`src/rtl/delta_fifo_ctrl_pkg.sv`:
```
// delta_fifo_ctrl_pkg
//   Shared definitions for the delta-word FIFO path: default RAM geometry
//   for the delta SRAM and the output-buffer occupancy encoding.
package delta_fifo_ctrl_pkg;

    localparam int DELTA_DEPTH_BIT = 6;
    localparam int DELTA_WIDTH     = 28;

    // Output buffer occupancy, 0..2 words.
    typedef logic [1:0] occ_t;
    localparam occ_t OCC_EMPTY = 2'd0;
    localparam occ_t OCC_ONE   = 2'd1;
    localparam occ_t OCC_TWO   = 2'd2;

    // Words already committed to the output side: buffered plus in flight.
    function automatic logic [1:0] pending(input occ_t occ, input logic inflight);
        return occ + {1'b0, inflight};
    endfunction

endpackage

```
`src/rtl/delta_fifo_ctrl_if.sv`:
```
// delta_fifo_ctrl_if
//   Stream handshake bundle for the delta FIFO.
//   in_valid/in_ready/in_data   : upstream producer -> controller
//   out_valid/out_ready/out_data: controller -> downstream consumer
//   slave  : the controller side
//   master : the environment side (producer + consumer)
interface delta_fifo_ctrl_if
    import delta_fifo_ctrl_pkg::*;
#(
    parameter int SRAM_WIDTH = DELTA_WIDTH
);
    logic                  in_valid;
    logic                  in_ready;
    logic [SRAM_WIDTH-1:0] in_data;
    logic                  out_valid;
    logic                  out_ready;
    logic [SRAM_WIDTH-1:0] out_data;

    modport master (
        output in_valid, in_data, out_ready,
        input  in_ready, out_valid, out_data
    );

    modport slave (
        input  in_valid, in_data, out_ready,
        output in_ready, out_valid, out_data
    );
endinterface

```
`src/rtl/delta_fifo_ctrl_out_buf.sv`:
```
// delta_out_buf
//   2-entry register FIFO that holds words returned from the RAM.
//   clk, rst_n : clock, async active-low reset
//   clr        : synchronous flush (drops everything, including a capture)
//   cap        : write cap_data this cycle
//   pop        : drop the head this cycle (caller only pops when occ != 0)
//   occ        : occupancy 0..2
//   head       : registered head word
module delta_out_buf
    import delta_fifo_ctrl_pkg::*;
#(
    parameter int WIDTH = DELTA_WIDTH
) (
    input  logic             clk,
    input  logic             rst_n,
    input  logic             clr,
    input  logic             cap,
    input  logic [WIDTH-1:0] cap_data,
    input  logic             pop,
    output occ_t             occ,
    output logic [WIDTH-1:0] head
);

    logic [WIDTH-1:0] tail;

    always_ff @(posedge clk or negedge rst_n) begin
        if (!rst_n) begin
            occ  <= OCC_EMPTY;
            head <= '0;
            tail <= '0;
        end else if (clr) begin
            occ <= OCC_EMPTY;
        end else begin
            unique case ({cap, pop})
                2'b10: begin
                    if (occ == OCC_EMPTY) head <= cap_data;
                    else                  tail <= cap_data;
                    occ <= occ + 2'd1;
                end
                2'b01: begin
                    head <= tail;
                    occ  <= occ - 2'd1;
                end
                2'b11: begin
                    // Occupancy unchanged; the new word lands behind whatever remains.
                    if (occ == OCC_TWO) begin
                        head <= tail;
                        tail <= cap_data;
                    end else begin
                        head <= cap_data;
                    end
                end
                default: ;
            endcase
        end
    end

endmodule

```
`src/rtl/delta_fifo_ctrl.sv`:
```
// delta_fifo_ctrl
//   Valid/ready stream FIFO built on a single-port delta SRAM (1-cycle read
//   latency). At most one RAM access per cycle; a 2-entry output buffer hides
//   the read latency.
//   clk, rst_n          : clock, async active-low reset
//   clr                 : synchronous flush
//   io (slave)          : in_* / out_* stream handshakes
//   ram_addr_w/_r       : write / read pointers
//   ram_write_en/_read_en: never both high
//   ram_data_in         : write data (= in_data)
//   ram_data_out        : read data, valid the cycle after ram_read_en
//   count               : words held (RAM + in flight + output buffer)
module delta_fifo_ctrl
    import delta_fifo_ctrl_pkg::*;
#(
    parameter int SRAM_DEPTH_BIT = DELTA_DEPTH_BIT,
    parameter int SRAM_DEPTH     = 2**SRAM_DEPTH_BIT,
    parameter int SRAM_WIDTH     = DELTA_WIDTH
) (
    input  logic                      clk,
    input  logic                      rst_n,
    input  logic                      clr,
    delta_fifo_ctrl_if.slave          io,
    output logic [SRAM_DEPTH_BIT-1:0] ram_addr_w,
    output logic [SRAM_DEPTH_BIT-1:0] ram_addr_r,
    output logic                      ram_write_en,
    output logic                      ram_read_en,
    output logic [SRAM_WIDTH-1:0]     ram_data_in,
    input  logic [SRAM_WIDTH-1:0]     ram_data_out,
    output logic [SRAM_DEPTH_BIT+1:0] count
);

    localparam logic [SRAM_DEPTH_BIT:0] FULL_CNT = (SRAM_DEPTH_BIT+1)'(SRAM_DEPTH);

    logic [SRAM_DEPTH_BIT-1:0] wptr, rptr;
    logic [SRAM_DEPTH_BIT:0]   ram_cnt;
    logic                      inflight;
    occ_t                      occ;
    logic [1:0]                pend;
    logic                      ram_nonempty, urgent, in_ready, wr_en, rd_en, pop;
    logic [SRAM_WIDTH-1:0]     head;

    assign pend         = pending(occ, inflight);
    assign ram_nonempty = (ram_cnt != '0);
    // Output side has nothing coming while the RAM holds data: the read must
    // win over a write this cycle or the stream stalls.
    assign urgent       = ram_nonempty && (pend == 2'd0);
    assign in_ready     = rst_n && !clr && (ram_cnt != FULL_CNT) && !urgent;
    assign wr_en        = io.in_valid && in_ready;
    assign rd_en        = !clr && (urgent || (ram_nonempty && (pend < 2'd2) && !wr_en));
    assign pop          = io.out_valid && io.out_ready;

    always_ff @(posedge clk or negedge rst_n) begin
        if (!rst_n) begin
            wptr     <= '0;
            rptr     <= '0;
            ram_cnt  <= '0;
            inflight <= 1'b0;
        end else if (clr) begin
            wptr     <= '0;
            rptr     <= '0;
            ram_cnt  <= '0;
            inflight <= 1'b0;
        end else begin
            if (wr_en) wptr <= wptr + 1'b1;
            if (rd_en) rptr <= rptr + 1'b1;
            ram_cnt  <= ram_cnt + {{SRAM_DEPTH_BIT{1'b0}}, wr_en}
                                - {{SRAM_DEPTH_BIT{1'b0}}, rd_en};
            inflight <= rd_en;
        end
    end

    // clr inside the buffer also discards a capture of in-flight read data.
    delta_out_buf #(.WIDTH(SRAM_WIDTH)) u_out_buf (
        .clk      (clk),
        .rst_n    (rst_n),
        .clr      (clr),
        .cap      (inflight),
        .cap_data (ram_data_out),
        .pop      (pop),
        .occ      (occ),
        .head     (head)
    );

    assign io.in_ready   = in_ready;
    assign io.out_valid  = (occ != OCC_EMPTY);
    assign io.out_data   = head;
    assign ram_addr_w    = wptr;
    assign ram_addr_r    = rptr;
    assign ram_write_en  = wr_en;
    assign ram_read_en   = rd_en;
    assign ram_data_in   = io.in_data;
    assign count         = (SRAM_DEPTH_BIT+2)'(ram_cnt) + (SRAM_DEPTH_BIT+2)'(inflight)
                         + (SRAM_DEPTH_BIT+2)'(occ);

endmodule

```
`src/flat_wrapper.sv`:
```
// flat-port wrapper written by rule: the top's interface ports become plain ports
module delta_fifo_ctrl_flat import delta_fifo_ctrl_pkg::*;
#(
    parameter int SRAM_DEPTH_BIT = DELTA_DEPTH_BIT,
    parameter int SRAM_DEPTH     = 2**SRAM_DEPTH_BIT,
    parameter int SRAM_WIDTH     = DELTA_WIDTH
)
  (clk, rst_n, clr, ram_addr_w, ram_addr_r, ram_write_en, ram_read_en, ram_data_in, ram_data_out, count, io_in_valid, io_in_data, io_out_ready, io_in_ready, io_out_valid, io_out_data);
  delta_fifo_ctrl_if #(.SRAM_WIDTH(SRAM_WIDTH)) io_i ();
  input  logic clk;
  input  logic rst_n;
  input  logic clr;
  output logic [SRAM_DEPTH_BIT-1:0] ram_addr_w;
  output logic [SRAM_DEPTH_BIT-1:0] ram_addr_r;
  output logic ram_write_en;
  output logic ram_read_en;
  output logic [SRAM_WIDTH-1:0] ram_data_in;
  input  logic [SRAM_WIDTH-1:0] ram_data_out;
  output logic [SRAM_DEPTH_BIT+1:0] count;
  input wire logic [$bits(io_i.in_valid)-1:0] io_in_valid;
  input wire logic [$bits(io_i.in_data)-1:0] io_in_data;
  input wire logic [$bits(io_i.out_ready)-1:0] io_out_ready;
  output wire logic [$bits(io_i.in_ready)-1:0] io_in_ready;
  output wire logic [$bits(io_i.out_valid)-1:0] io_out_valid;
  output wire logic [$bits(io_i.out_data)-1:0] io_out_data;
  assign io_i.in_valid = io_in_valid;
  assign io_i.in_data = io_in_data;
  assign io_i.out_ready = io_out_ready;
  assign io_in_ready = io_i.in_ready;
  assign io_out_valid = io_i.out_valid;
  assign io_out_data = io_i.out_data;
  delta_fifo_ctrl #(.SRAM_DEPTH_BIT(SRAM_DEPTH_BIT), .SRAM_DEPTH(SRAM_DEPTH), .SRAM_WIDTH(SRAM_WIDTH)) u_core (.clk(clk), .rst_n(rst_n), .clr(clr), .io(io_i), .ram_addr_w(ram_addr_w), .ram_addr_r(ram_addr_r), .ram_write_en(ram_write_en), .ram_read_en(ram_read_en), .ram_data_in(ram_data_in), .ram_data_out(ram_data_out), .count(count));
endmodule
```
`config.mk`:
```
export PLATFORM = sky130hd
export DESIGN_NAME = delta_fifo_ctrl_flat
export DESIGN_NICKNAME = d
export VERILOG_FILES = /design/src/rtl/delta_fifo_ctrl_pkg.sv /design/src/rtl/delta_fifo_ctrl_if.sv /design/src/rtl/delta_fifo_ctrl_out_buf.sv /design/src/rtl/delta_fifo_ctrl.sv /design/src/flat_wrapper.sv
export SDC_FILE = /design/constraint.sdc
export NUM_CORES = 1
export LEC_CHECK = 0
export CORE_MARGIN = 1.5
export CORE_UTILIZATION = 51
export CTS_BUF_LIST = sky130_fd_sc_hd__clkbuf_4
export CTS_CLUSTER_DIAMETER = 200
export DETAILED_ROUTE_END_ITERATION = 8
export PLACE_DENSITY = 0.88
export SYNTH_ARGS = -nofsm -noshare
export SYNTH_HDL_FRONTEND = slang
export SYNTH_SLANG_ARGS = --single-unit
```
`constraint.sdc`:
```
create_clock -name clk -period 5.95 [get_ports clk]
set_input_delay 0.8925 -clock clk [delete_from_list [all_inputs] [get_ports clk]]
set_output_delay 0.8925 -clock clk [all_outputs]
set_load 0.01 [all_outputs]
```
==> qor.txt <==
Status: finished clean
Pins Over Slew Limit: 0
Final Util: 64.4%
Post-synth EDFFs: 0
DR pass1 iterations: 4
Largest net degree at the start of global routing: 79
Critical-path top delay cell: xor2_1
Data arrival, critical path: 3180 ps
Leakage: 2.31 nW
Tot Pwr: 2.38 mW
Sequential share of the synthesized area: 46.4%
Die height: 93.8 microns
Seq cells post-synth: 78
CTS tree: yes
Via count: 3109
Worst Tran Pin Value: 1090 ps
Min Hold Slack: 519 ps
Buf/Inv on CP: 1
Remaining DRCs: 0
Cell with the most instances after synthesis: dfrtp_1
WL per Instance: 16.6 microns
Main synth FF type: dfrtp_1
Routed Antenna Nets: 0
Io pins: 141
Hold path depth: 1
Final weighted congestion in routability-driven placement: 0.904
Worst r2r dst: u_core.ram_cnt[6]
Final setup viols: 0
Cell Area, Synth: 4200 sq um
Post-synthesis net count: 466
Final min period: 4080 ps
DP Area: 4890 sq um
Final Non-Filler Cells: 545
Post_cts resized: 0
Drt total wl: 9030 microns
Setup WS pre-CTS: 1840 ps
# rows: 32
Routed vias/inst: 5.70
Maxcap violations: 0
First-pass GRT wire length: 14800 microns
Total GRT Usage: 21.7%
Tcrit/Tclk final: 68.5%
Design area: 5060 sq um
HPWL after DPL: 6320 microns
Core box area: 7850 sq um
Hold endpoint: u_core.ram_addr_w[5]
Slew headroom: 26.8%
R2r startpoint: u_core.u_out_buf.occ[0]
Final WS setup: 1870 ps
Gate Count Post-Synth: 385
Cell Chain, Critical Path: ha_1 -> xor2_1 -> nor3_1 -> a211oi_1 -> clkdlybuf4s50_1
Area grow syn2layout: 20.3%
Final hold vios: 0
Share of layout cells above drive strength 1: 12.9%
Initial antenna violation count: 0
Post-CTS setup buffer count: 0
Grt ovf: 0
Hold_buf cts: 0
FMAX: 245 MHz
Crit end category: output port
Port buffer count: 84
Critical path's top delay family: XOR/XNOR gates
Width of the die: 93.8 microns
Synth top cells by count: dfrtp_1, a21oi_1, nor2_1
Async S/R FF share, synth: 100%
Hold Crit Class: reg2reg
DRT iter0 DRCs: 145
Peak supply drop: 279 uV
Unrepaired setup endpoints after global routing: false
Clock latency on the worst-skew pair: 430 ps
Power Dens Cells: 471 nW/um^2
R2r setup slk: 2060 ps
Req. time, crit path: 5060 ps
Clk Tree Root Cell: clkbuf_4
Min-delay src: u_core.ram_addr_w[5]
Placed cell count: 529
Crit path max fanout: 14
CP Class: reg2out
Initial Utilization: 53.6%
Clk sinks: 78
CTS clk-pin slew, worst paths: 120 ps
Max clock buf depth: 2
Top cells by area, synth: dfrtp_1, mux2_2, mux2i_1
Layout net count: 519
Synth warnings: 0
Skew final: 15.8 ps
H-tree Lvls: 3
Clock buffer count from CTS: 9
Synth top area share: 46.4%
Reg2Reg Depth: 14
Critical path depth: 5
Type of origin of the critical path: register
N_diodes: 0
Die area: 8800 sq um
CP max stage delay: 680 ps
Syn_area_per_cell: 10.9 sq um
Yosys cell types: 49
Setup TNS: 0 ps
Leading area contributor after synthesis: dfrtp_1
Vias in the first global route: 3110
cells in the final DEF (no fill, tap or decap), drive strengths merged, types with 2 or more instances in the layout:
master	netlist	layout
o41ai	2	2
nor2	34	34
clkbuf	2	9
clkinv	0	2
bufinv	0	2
o21ai	9	9
buf	44	5
nor4	3	3
xor2	3	3
o31ai	4	4
fa	3	3
nand2b	2	2
o311ai	3	3
a21o	2	2
ha	17	17
xnor2	6	6
o211ai	2	2
or4	5	5
mux2i	29	29
or3b	3	3
clkdlybuf4s50	0	83
nor2b	5	5
dfrtp	78	78
mux2	28	28
a31oi	2	2
nand2	8	8
nand3	7	7
inv	21	22
a21oi	41	41
clkinvlp	0	2
or3	3	3
nor3	4	4
o21a	2	2
flip-flops by register name (all words and copies together), names as in the netlist:
| register | cells |
|---|---|
| u_core.inflight | 1 |
| u_core.ram_addr_r | 6 |
| u_core.ram_addr_w | 6 |
| u_core.ram_cnt | 7 |
| u_core.u_out_buf.head | 28 |
| u_core.u_out_buf.occ | 2 |
| u_core.u_out_buf.tail | 28 |
worst register-to-register path: cells and delay by family (launching register included):
family / cells / cell delay (ps)
DFF: 1 / 480
adders and majority gates: 4 / 1010
buffers and inverters: 3 / 220
AOI/OAI and AO/OA: 3 / 530
xor gates and xnor gates: 1 / 290
and+or+nand+nor: 3 / 1250
area by class of cell:
| class | instances | area [sq um] |
|---|---|---|
| clock buffers | 9 | 67.6 |
| clock inverters | 7 | 96.3 |
| fillers | 619 | 2790 |
| inverters | 21 | 78.8 |
| multi-input cells | 240 | 1870 |
| flip-flops and latches | 78 | 1950 |
| well taps | 102 | 128 |
| repair buffers | 88 | 868 |
routing by layer:
layer	vias to the layer above	wire length, microns	track usage (%)
met5	-	0	0
met4	0	153	9.08
met3	18	631	5.50
met2	129	4500	35.1
met1	1530	3750	27.9
li1	1432	-	-
report_power, final:
group	switching, mW	internal (mW)
Combinational	0.529	0.580
Sequential	0.156	0.751
Clock	0.193	0.171
how the worst max path moves through the flow:
stage	to	start	slack, ps
6_report	io_in_ready	u_core.u_out_buf.occ[0]	1870
5_1_grt	io_in_ready	u_core.u_out_buf.occ[0]	1590
4_1_cts	io_in_ready	u_core.u_out_buf.occ[0]	1850
3_5_place_dp	u_core.ram_cnt[6]	io_in_valid	1840
3_3_place_gp	u_core.ram_cnt[6]	io_in_valid	2000
2_1_floorplan	u_core.ram_cnt[6]	clr	2570
cells by family (layout without fill, tap and decap cells):
family          count (synthesis)  in the layout  share of synthesized area [%]
mux                            57             57                           14.4
fa+ha+maj                      20             20                           6.49
buf+inv                        67            125                           9.73
xor+xnor                        9              9                           1.88
compound gates                 74             74                           10.8
flops                          78             78                           46.4
simple gates                   80             80                           10.2
Note: power is estimated with default switching activity, not from simulation.
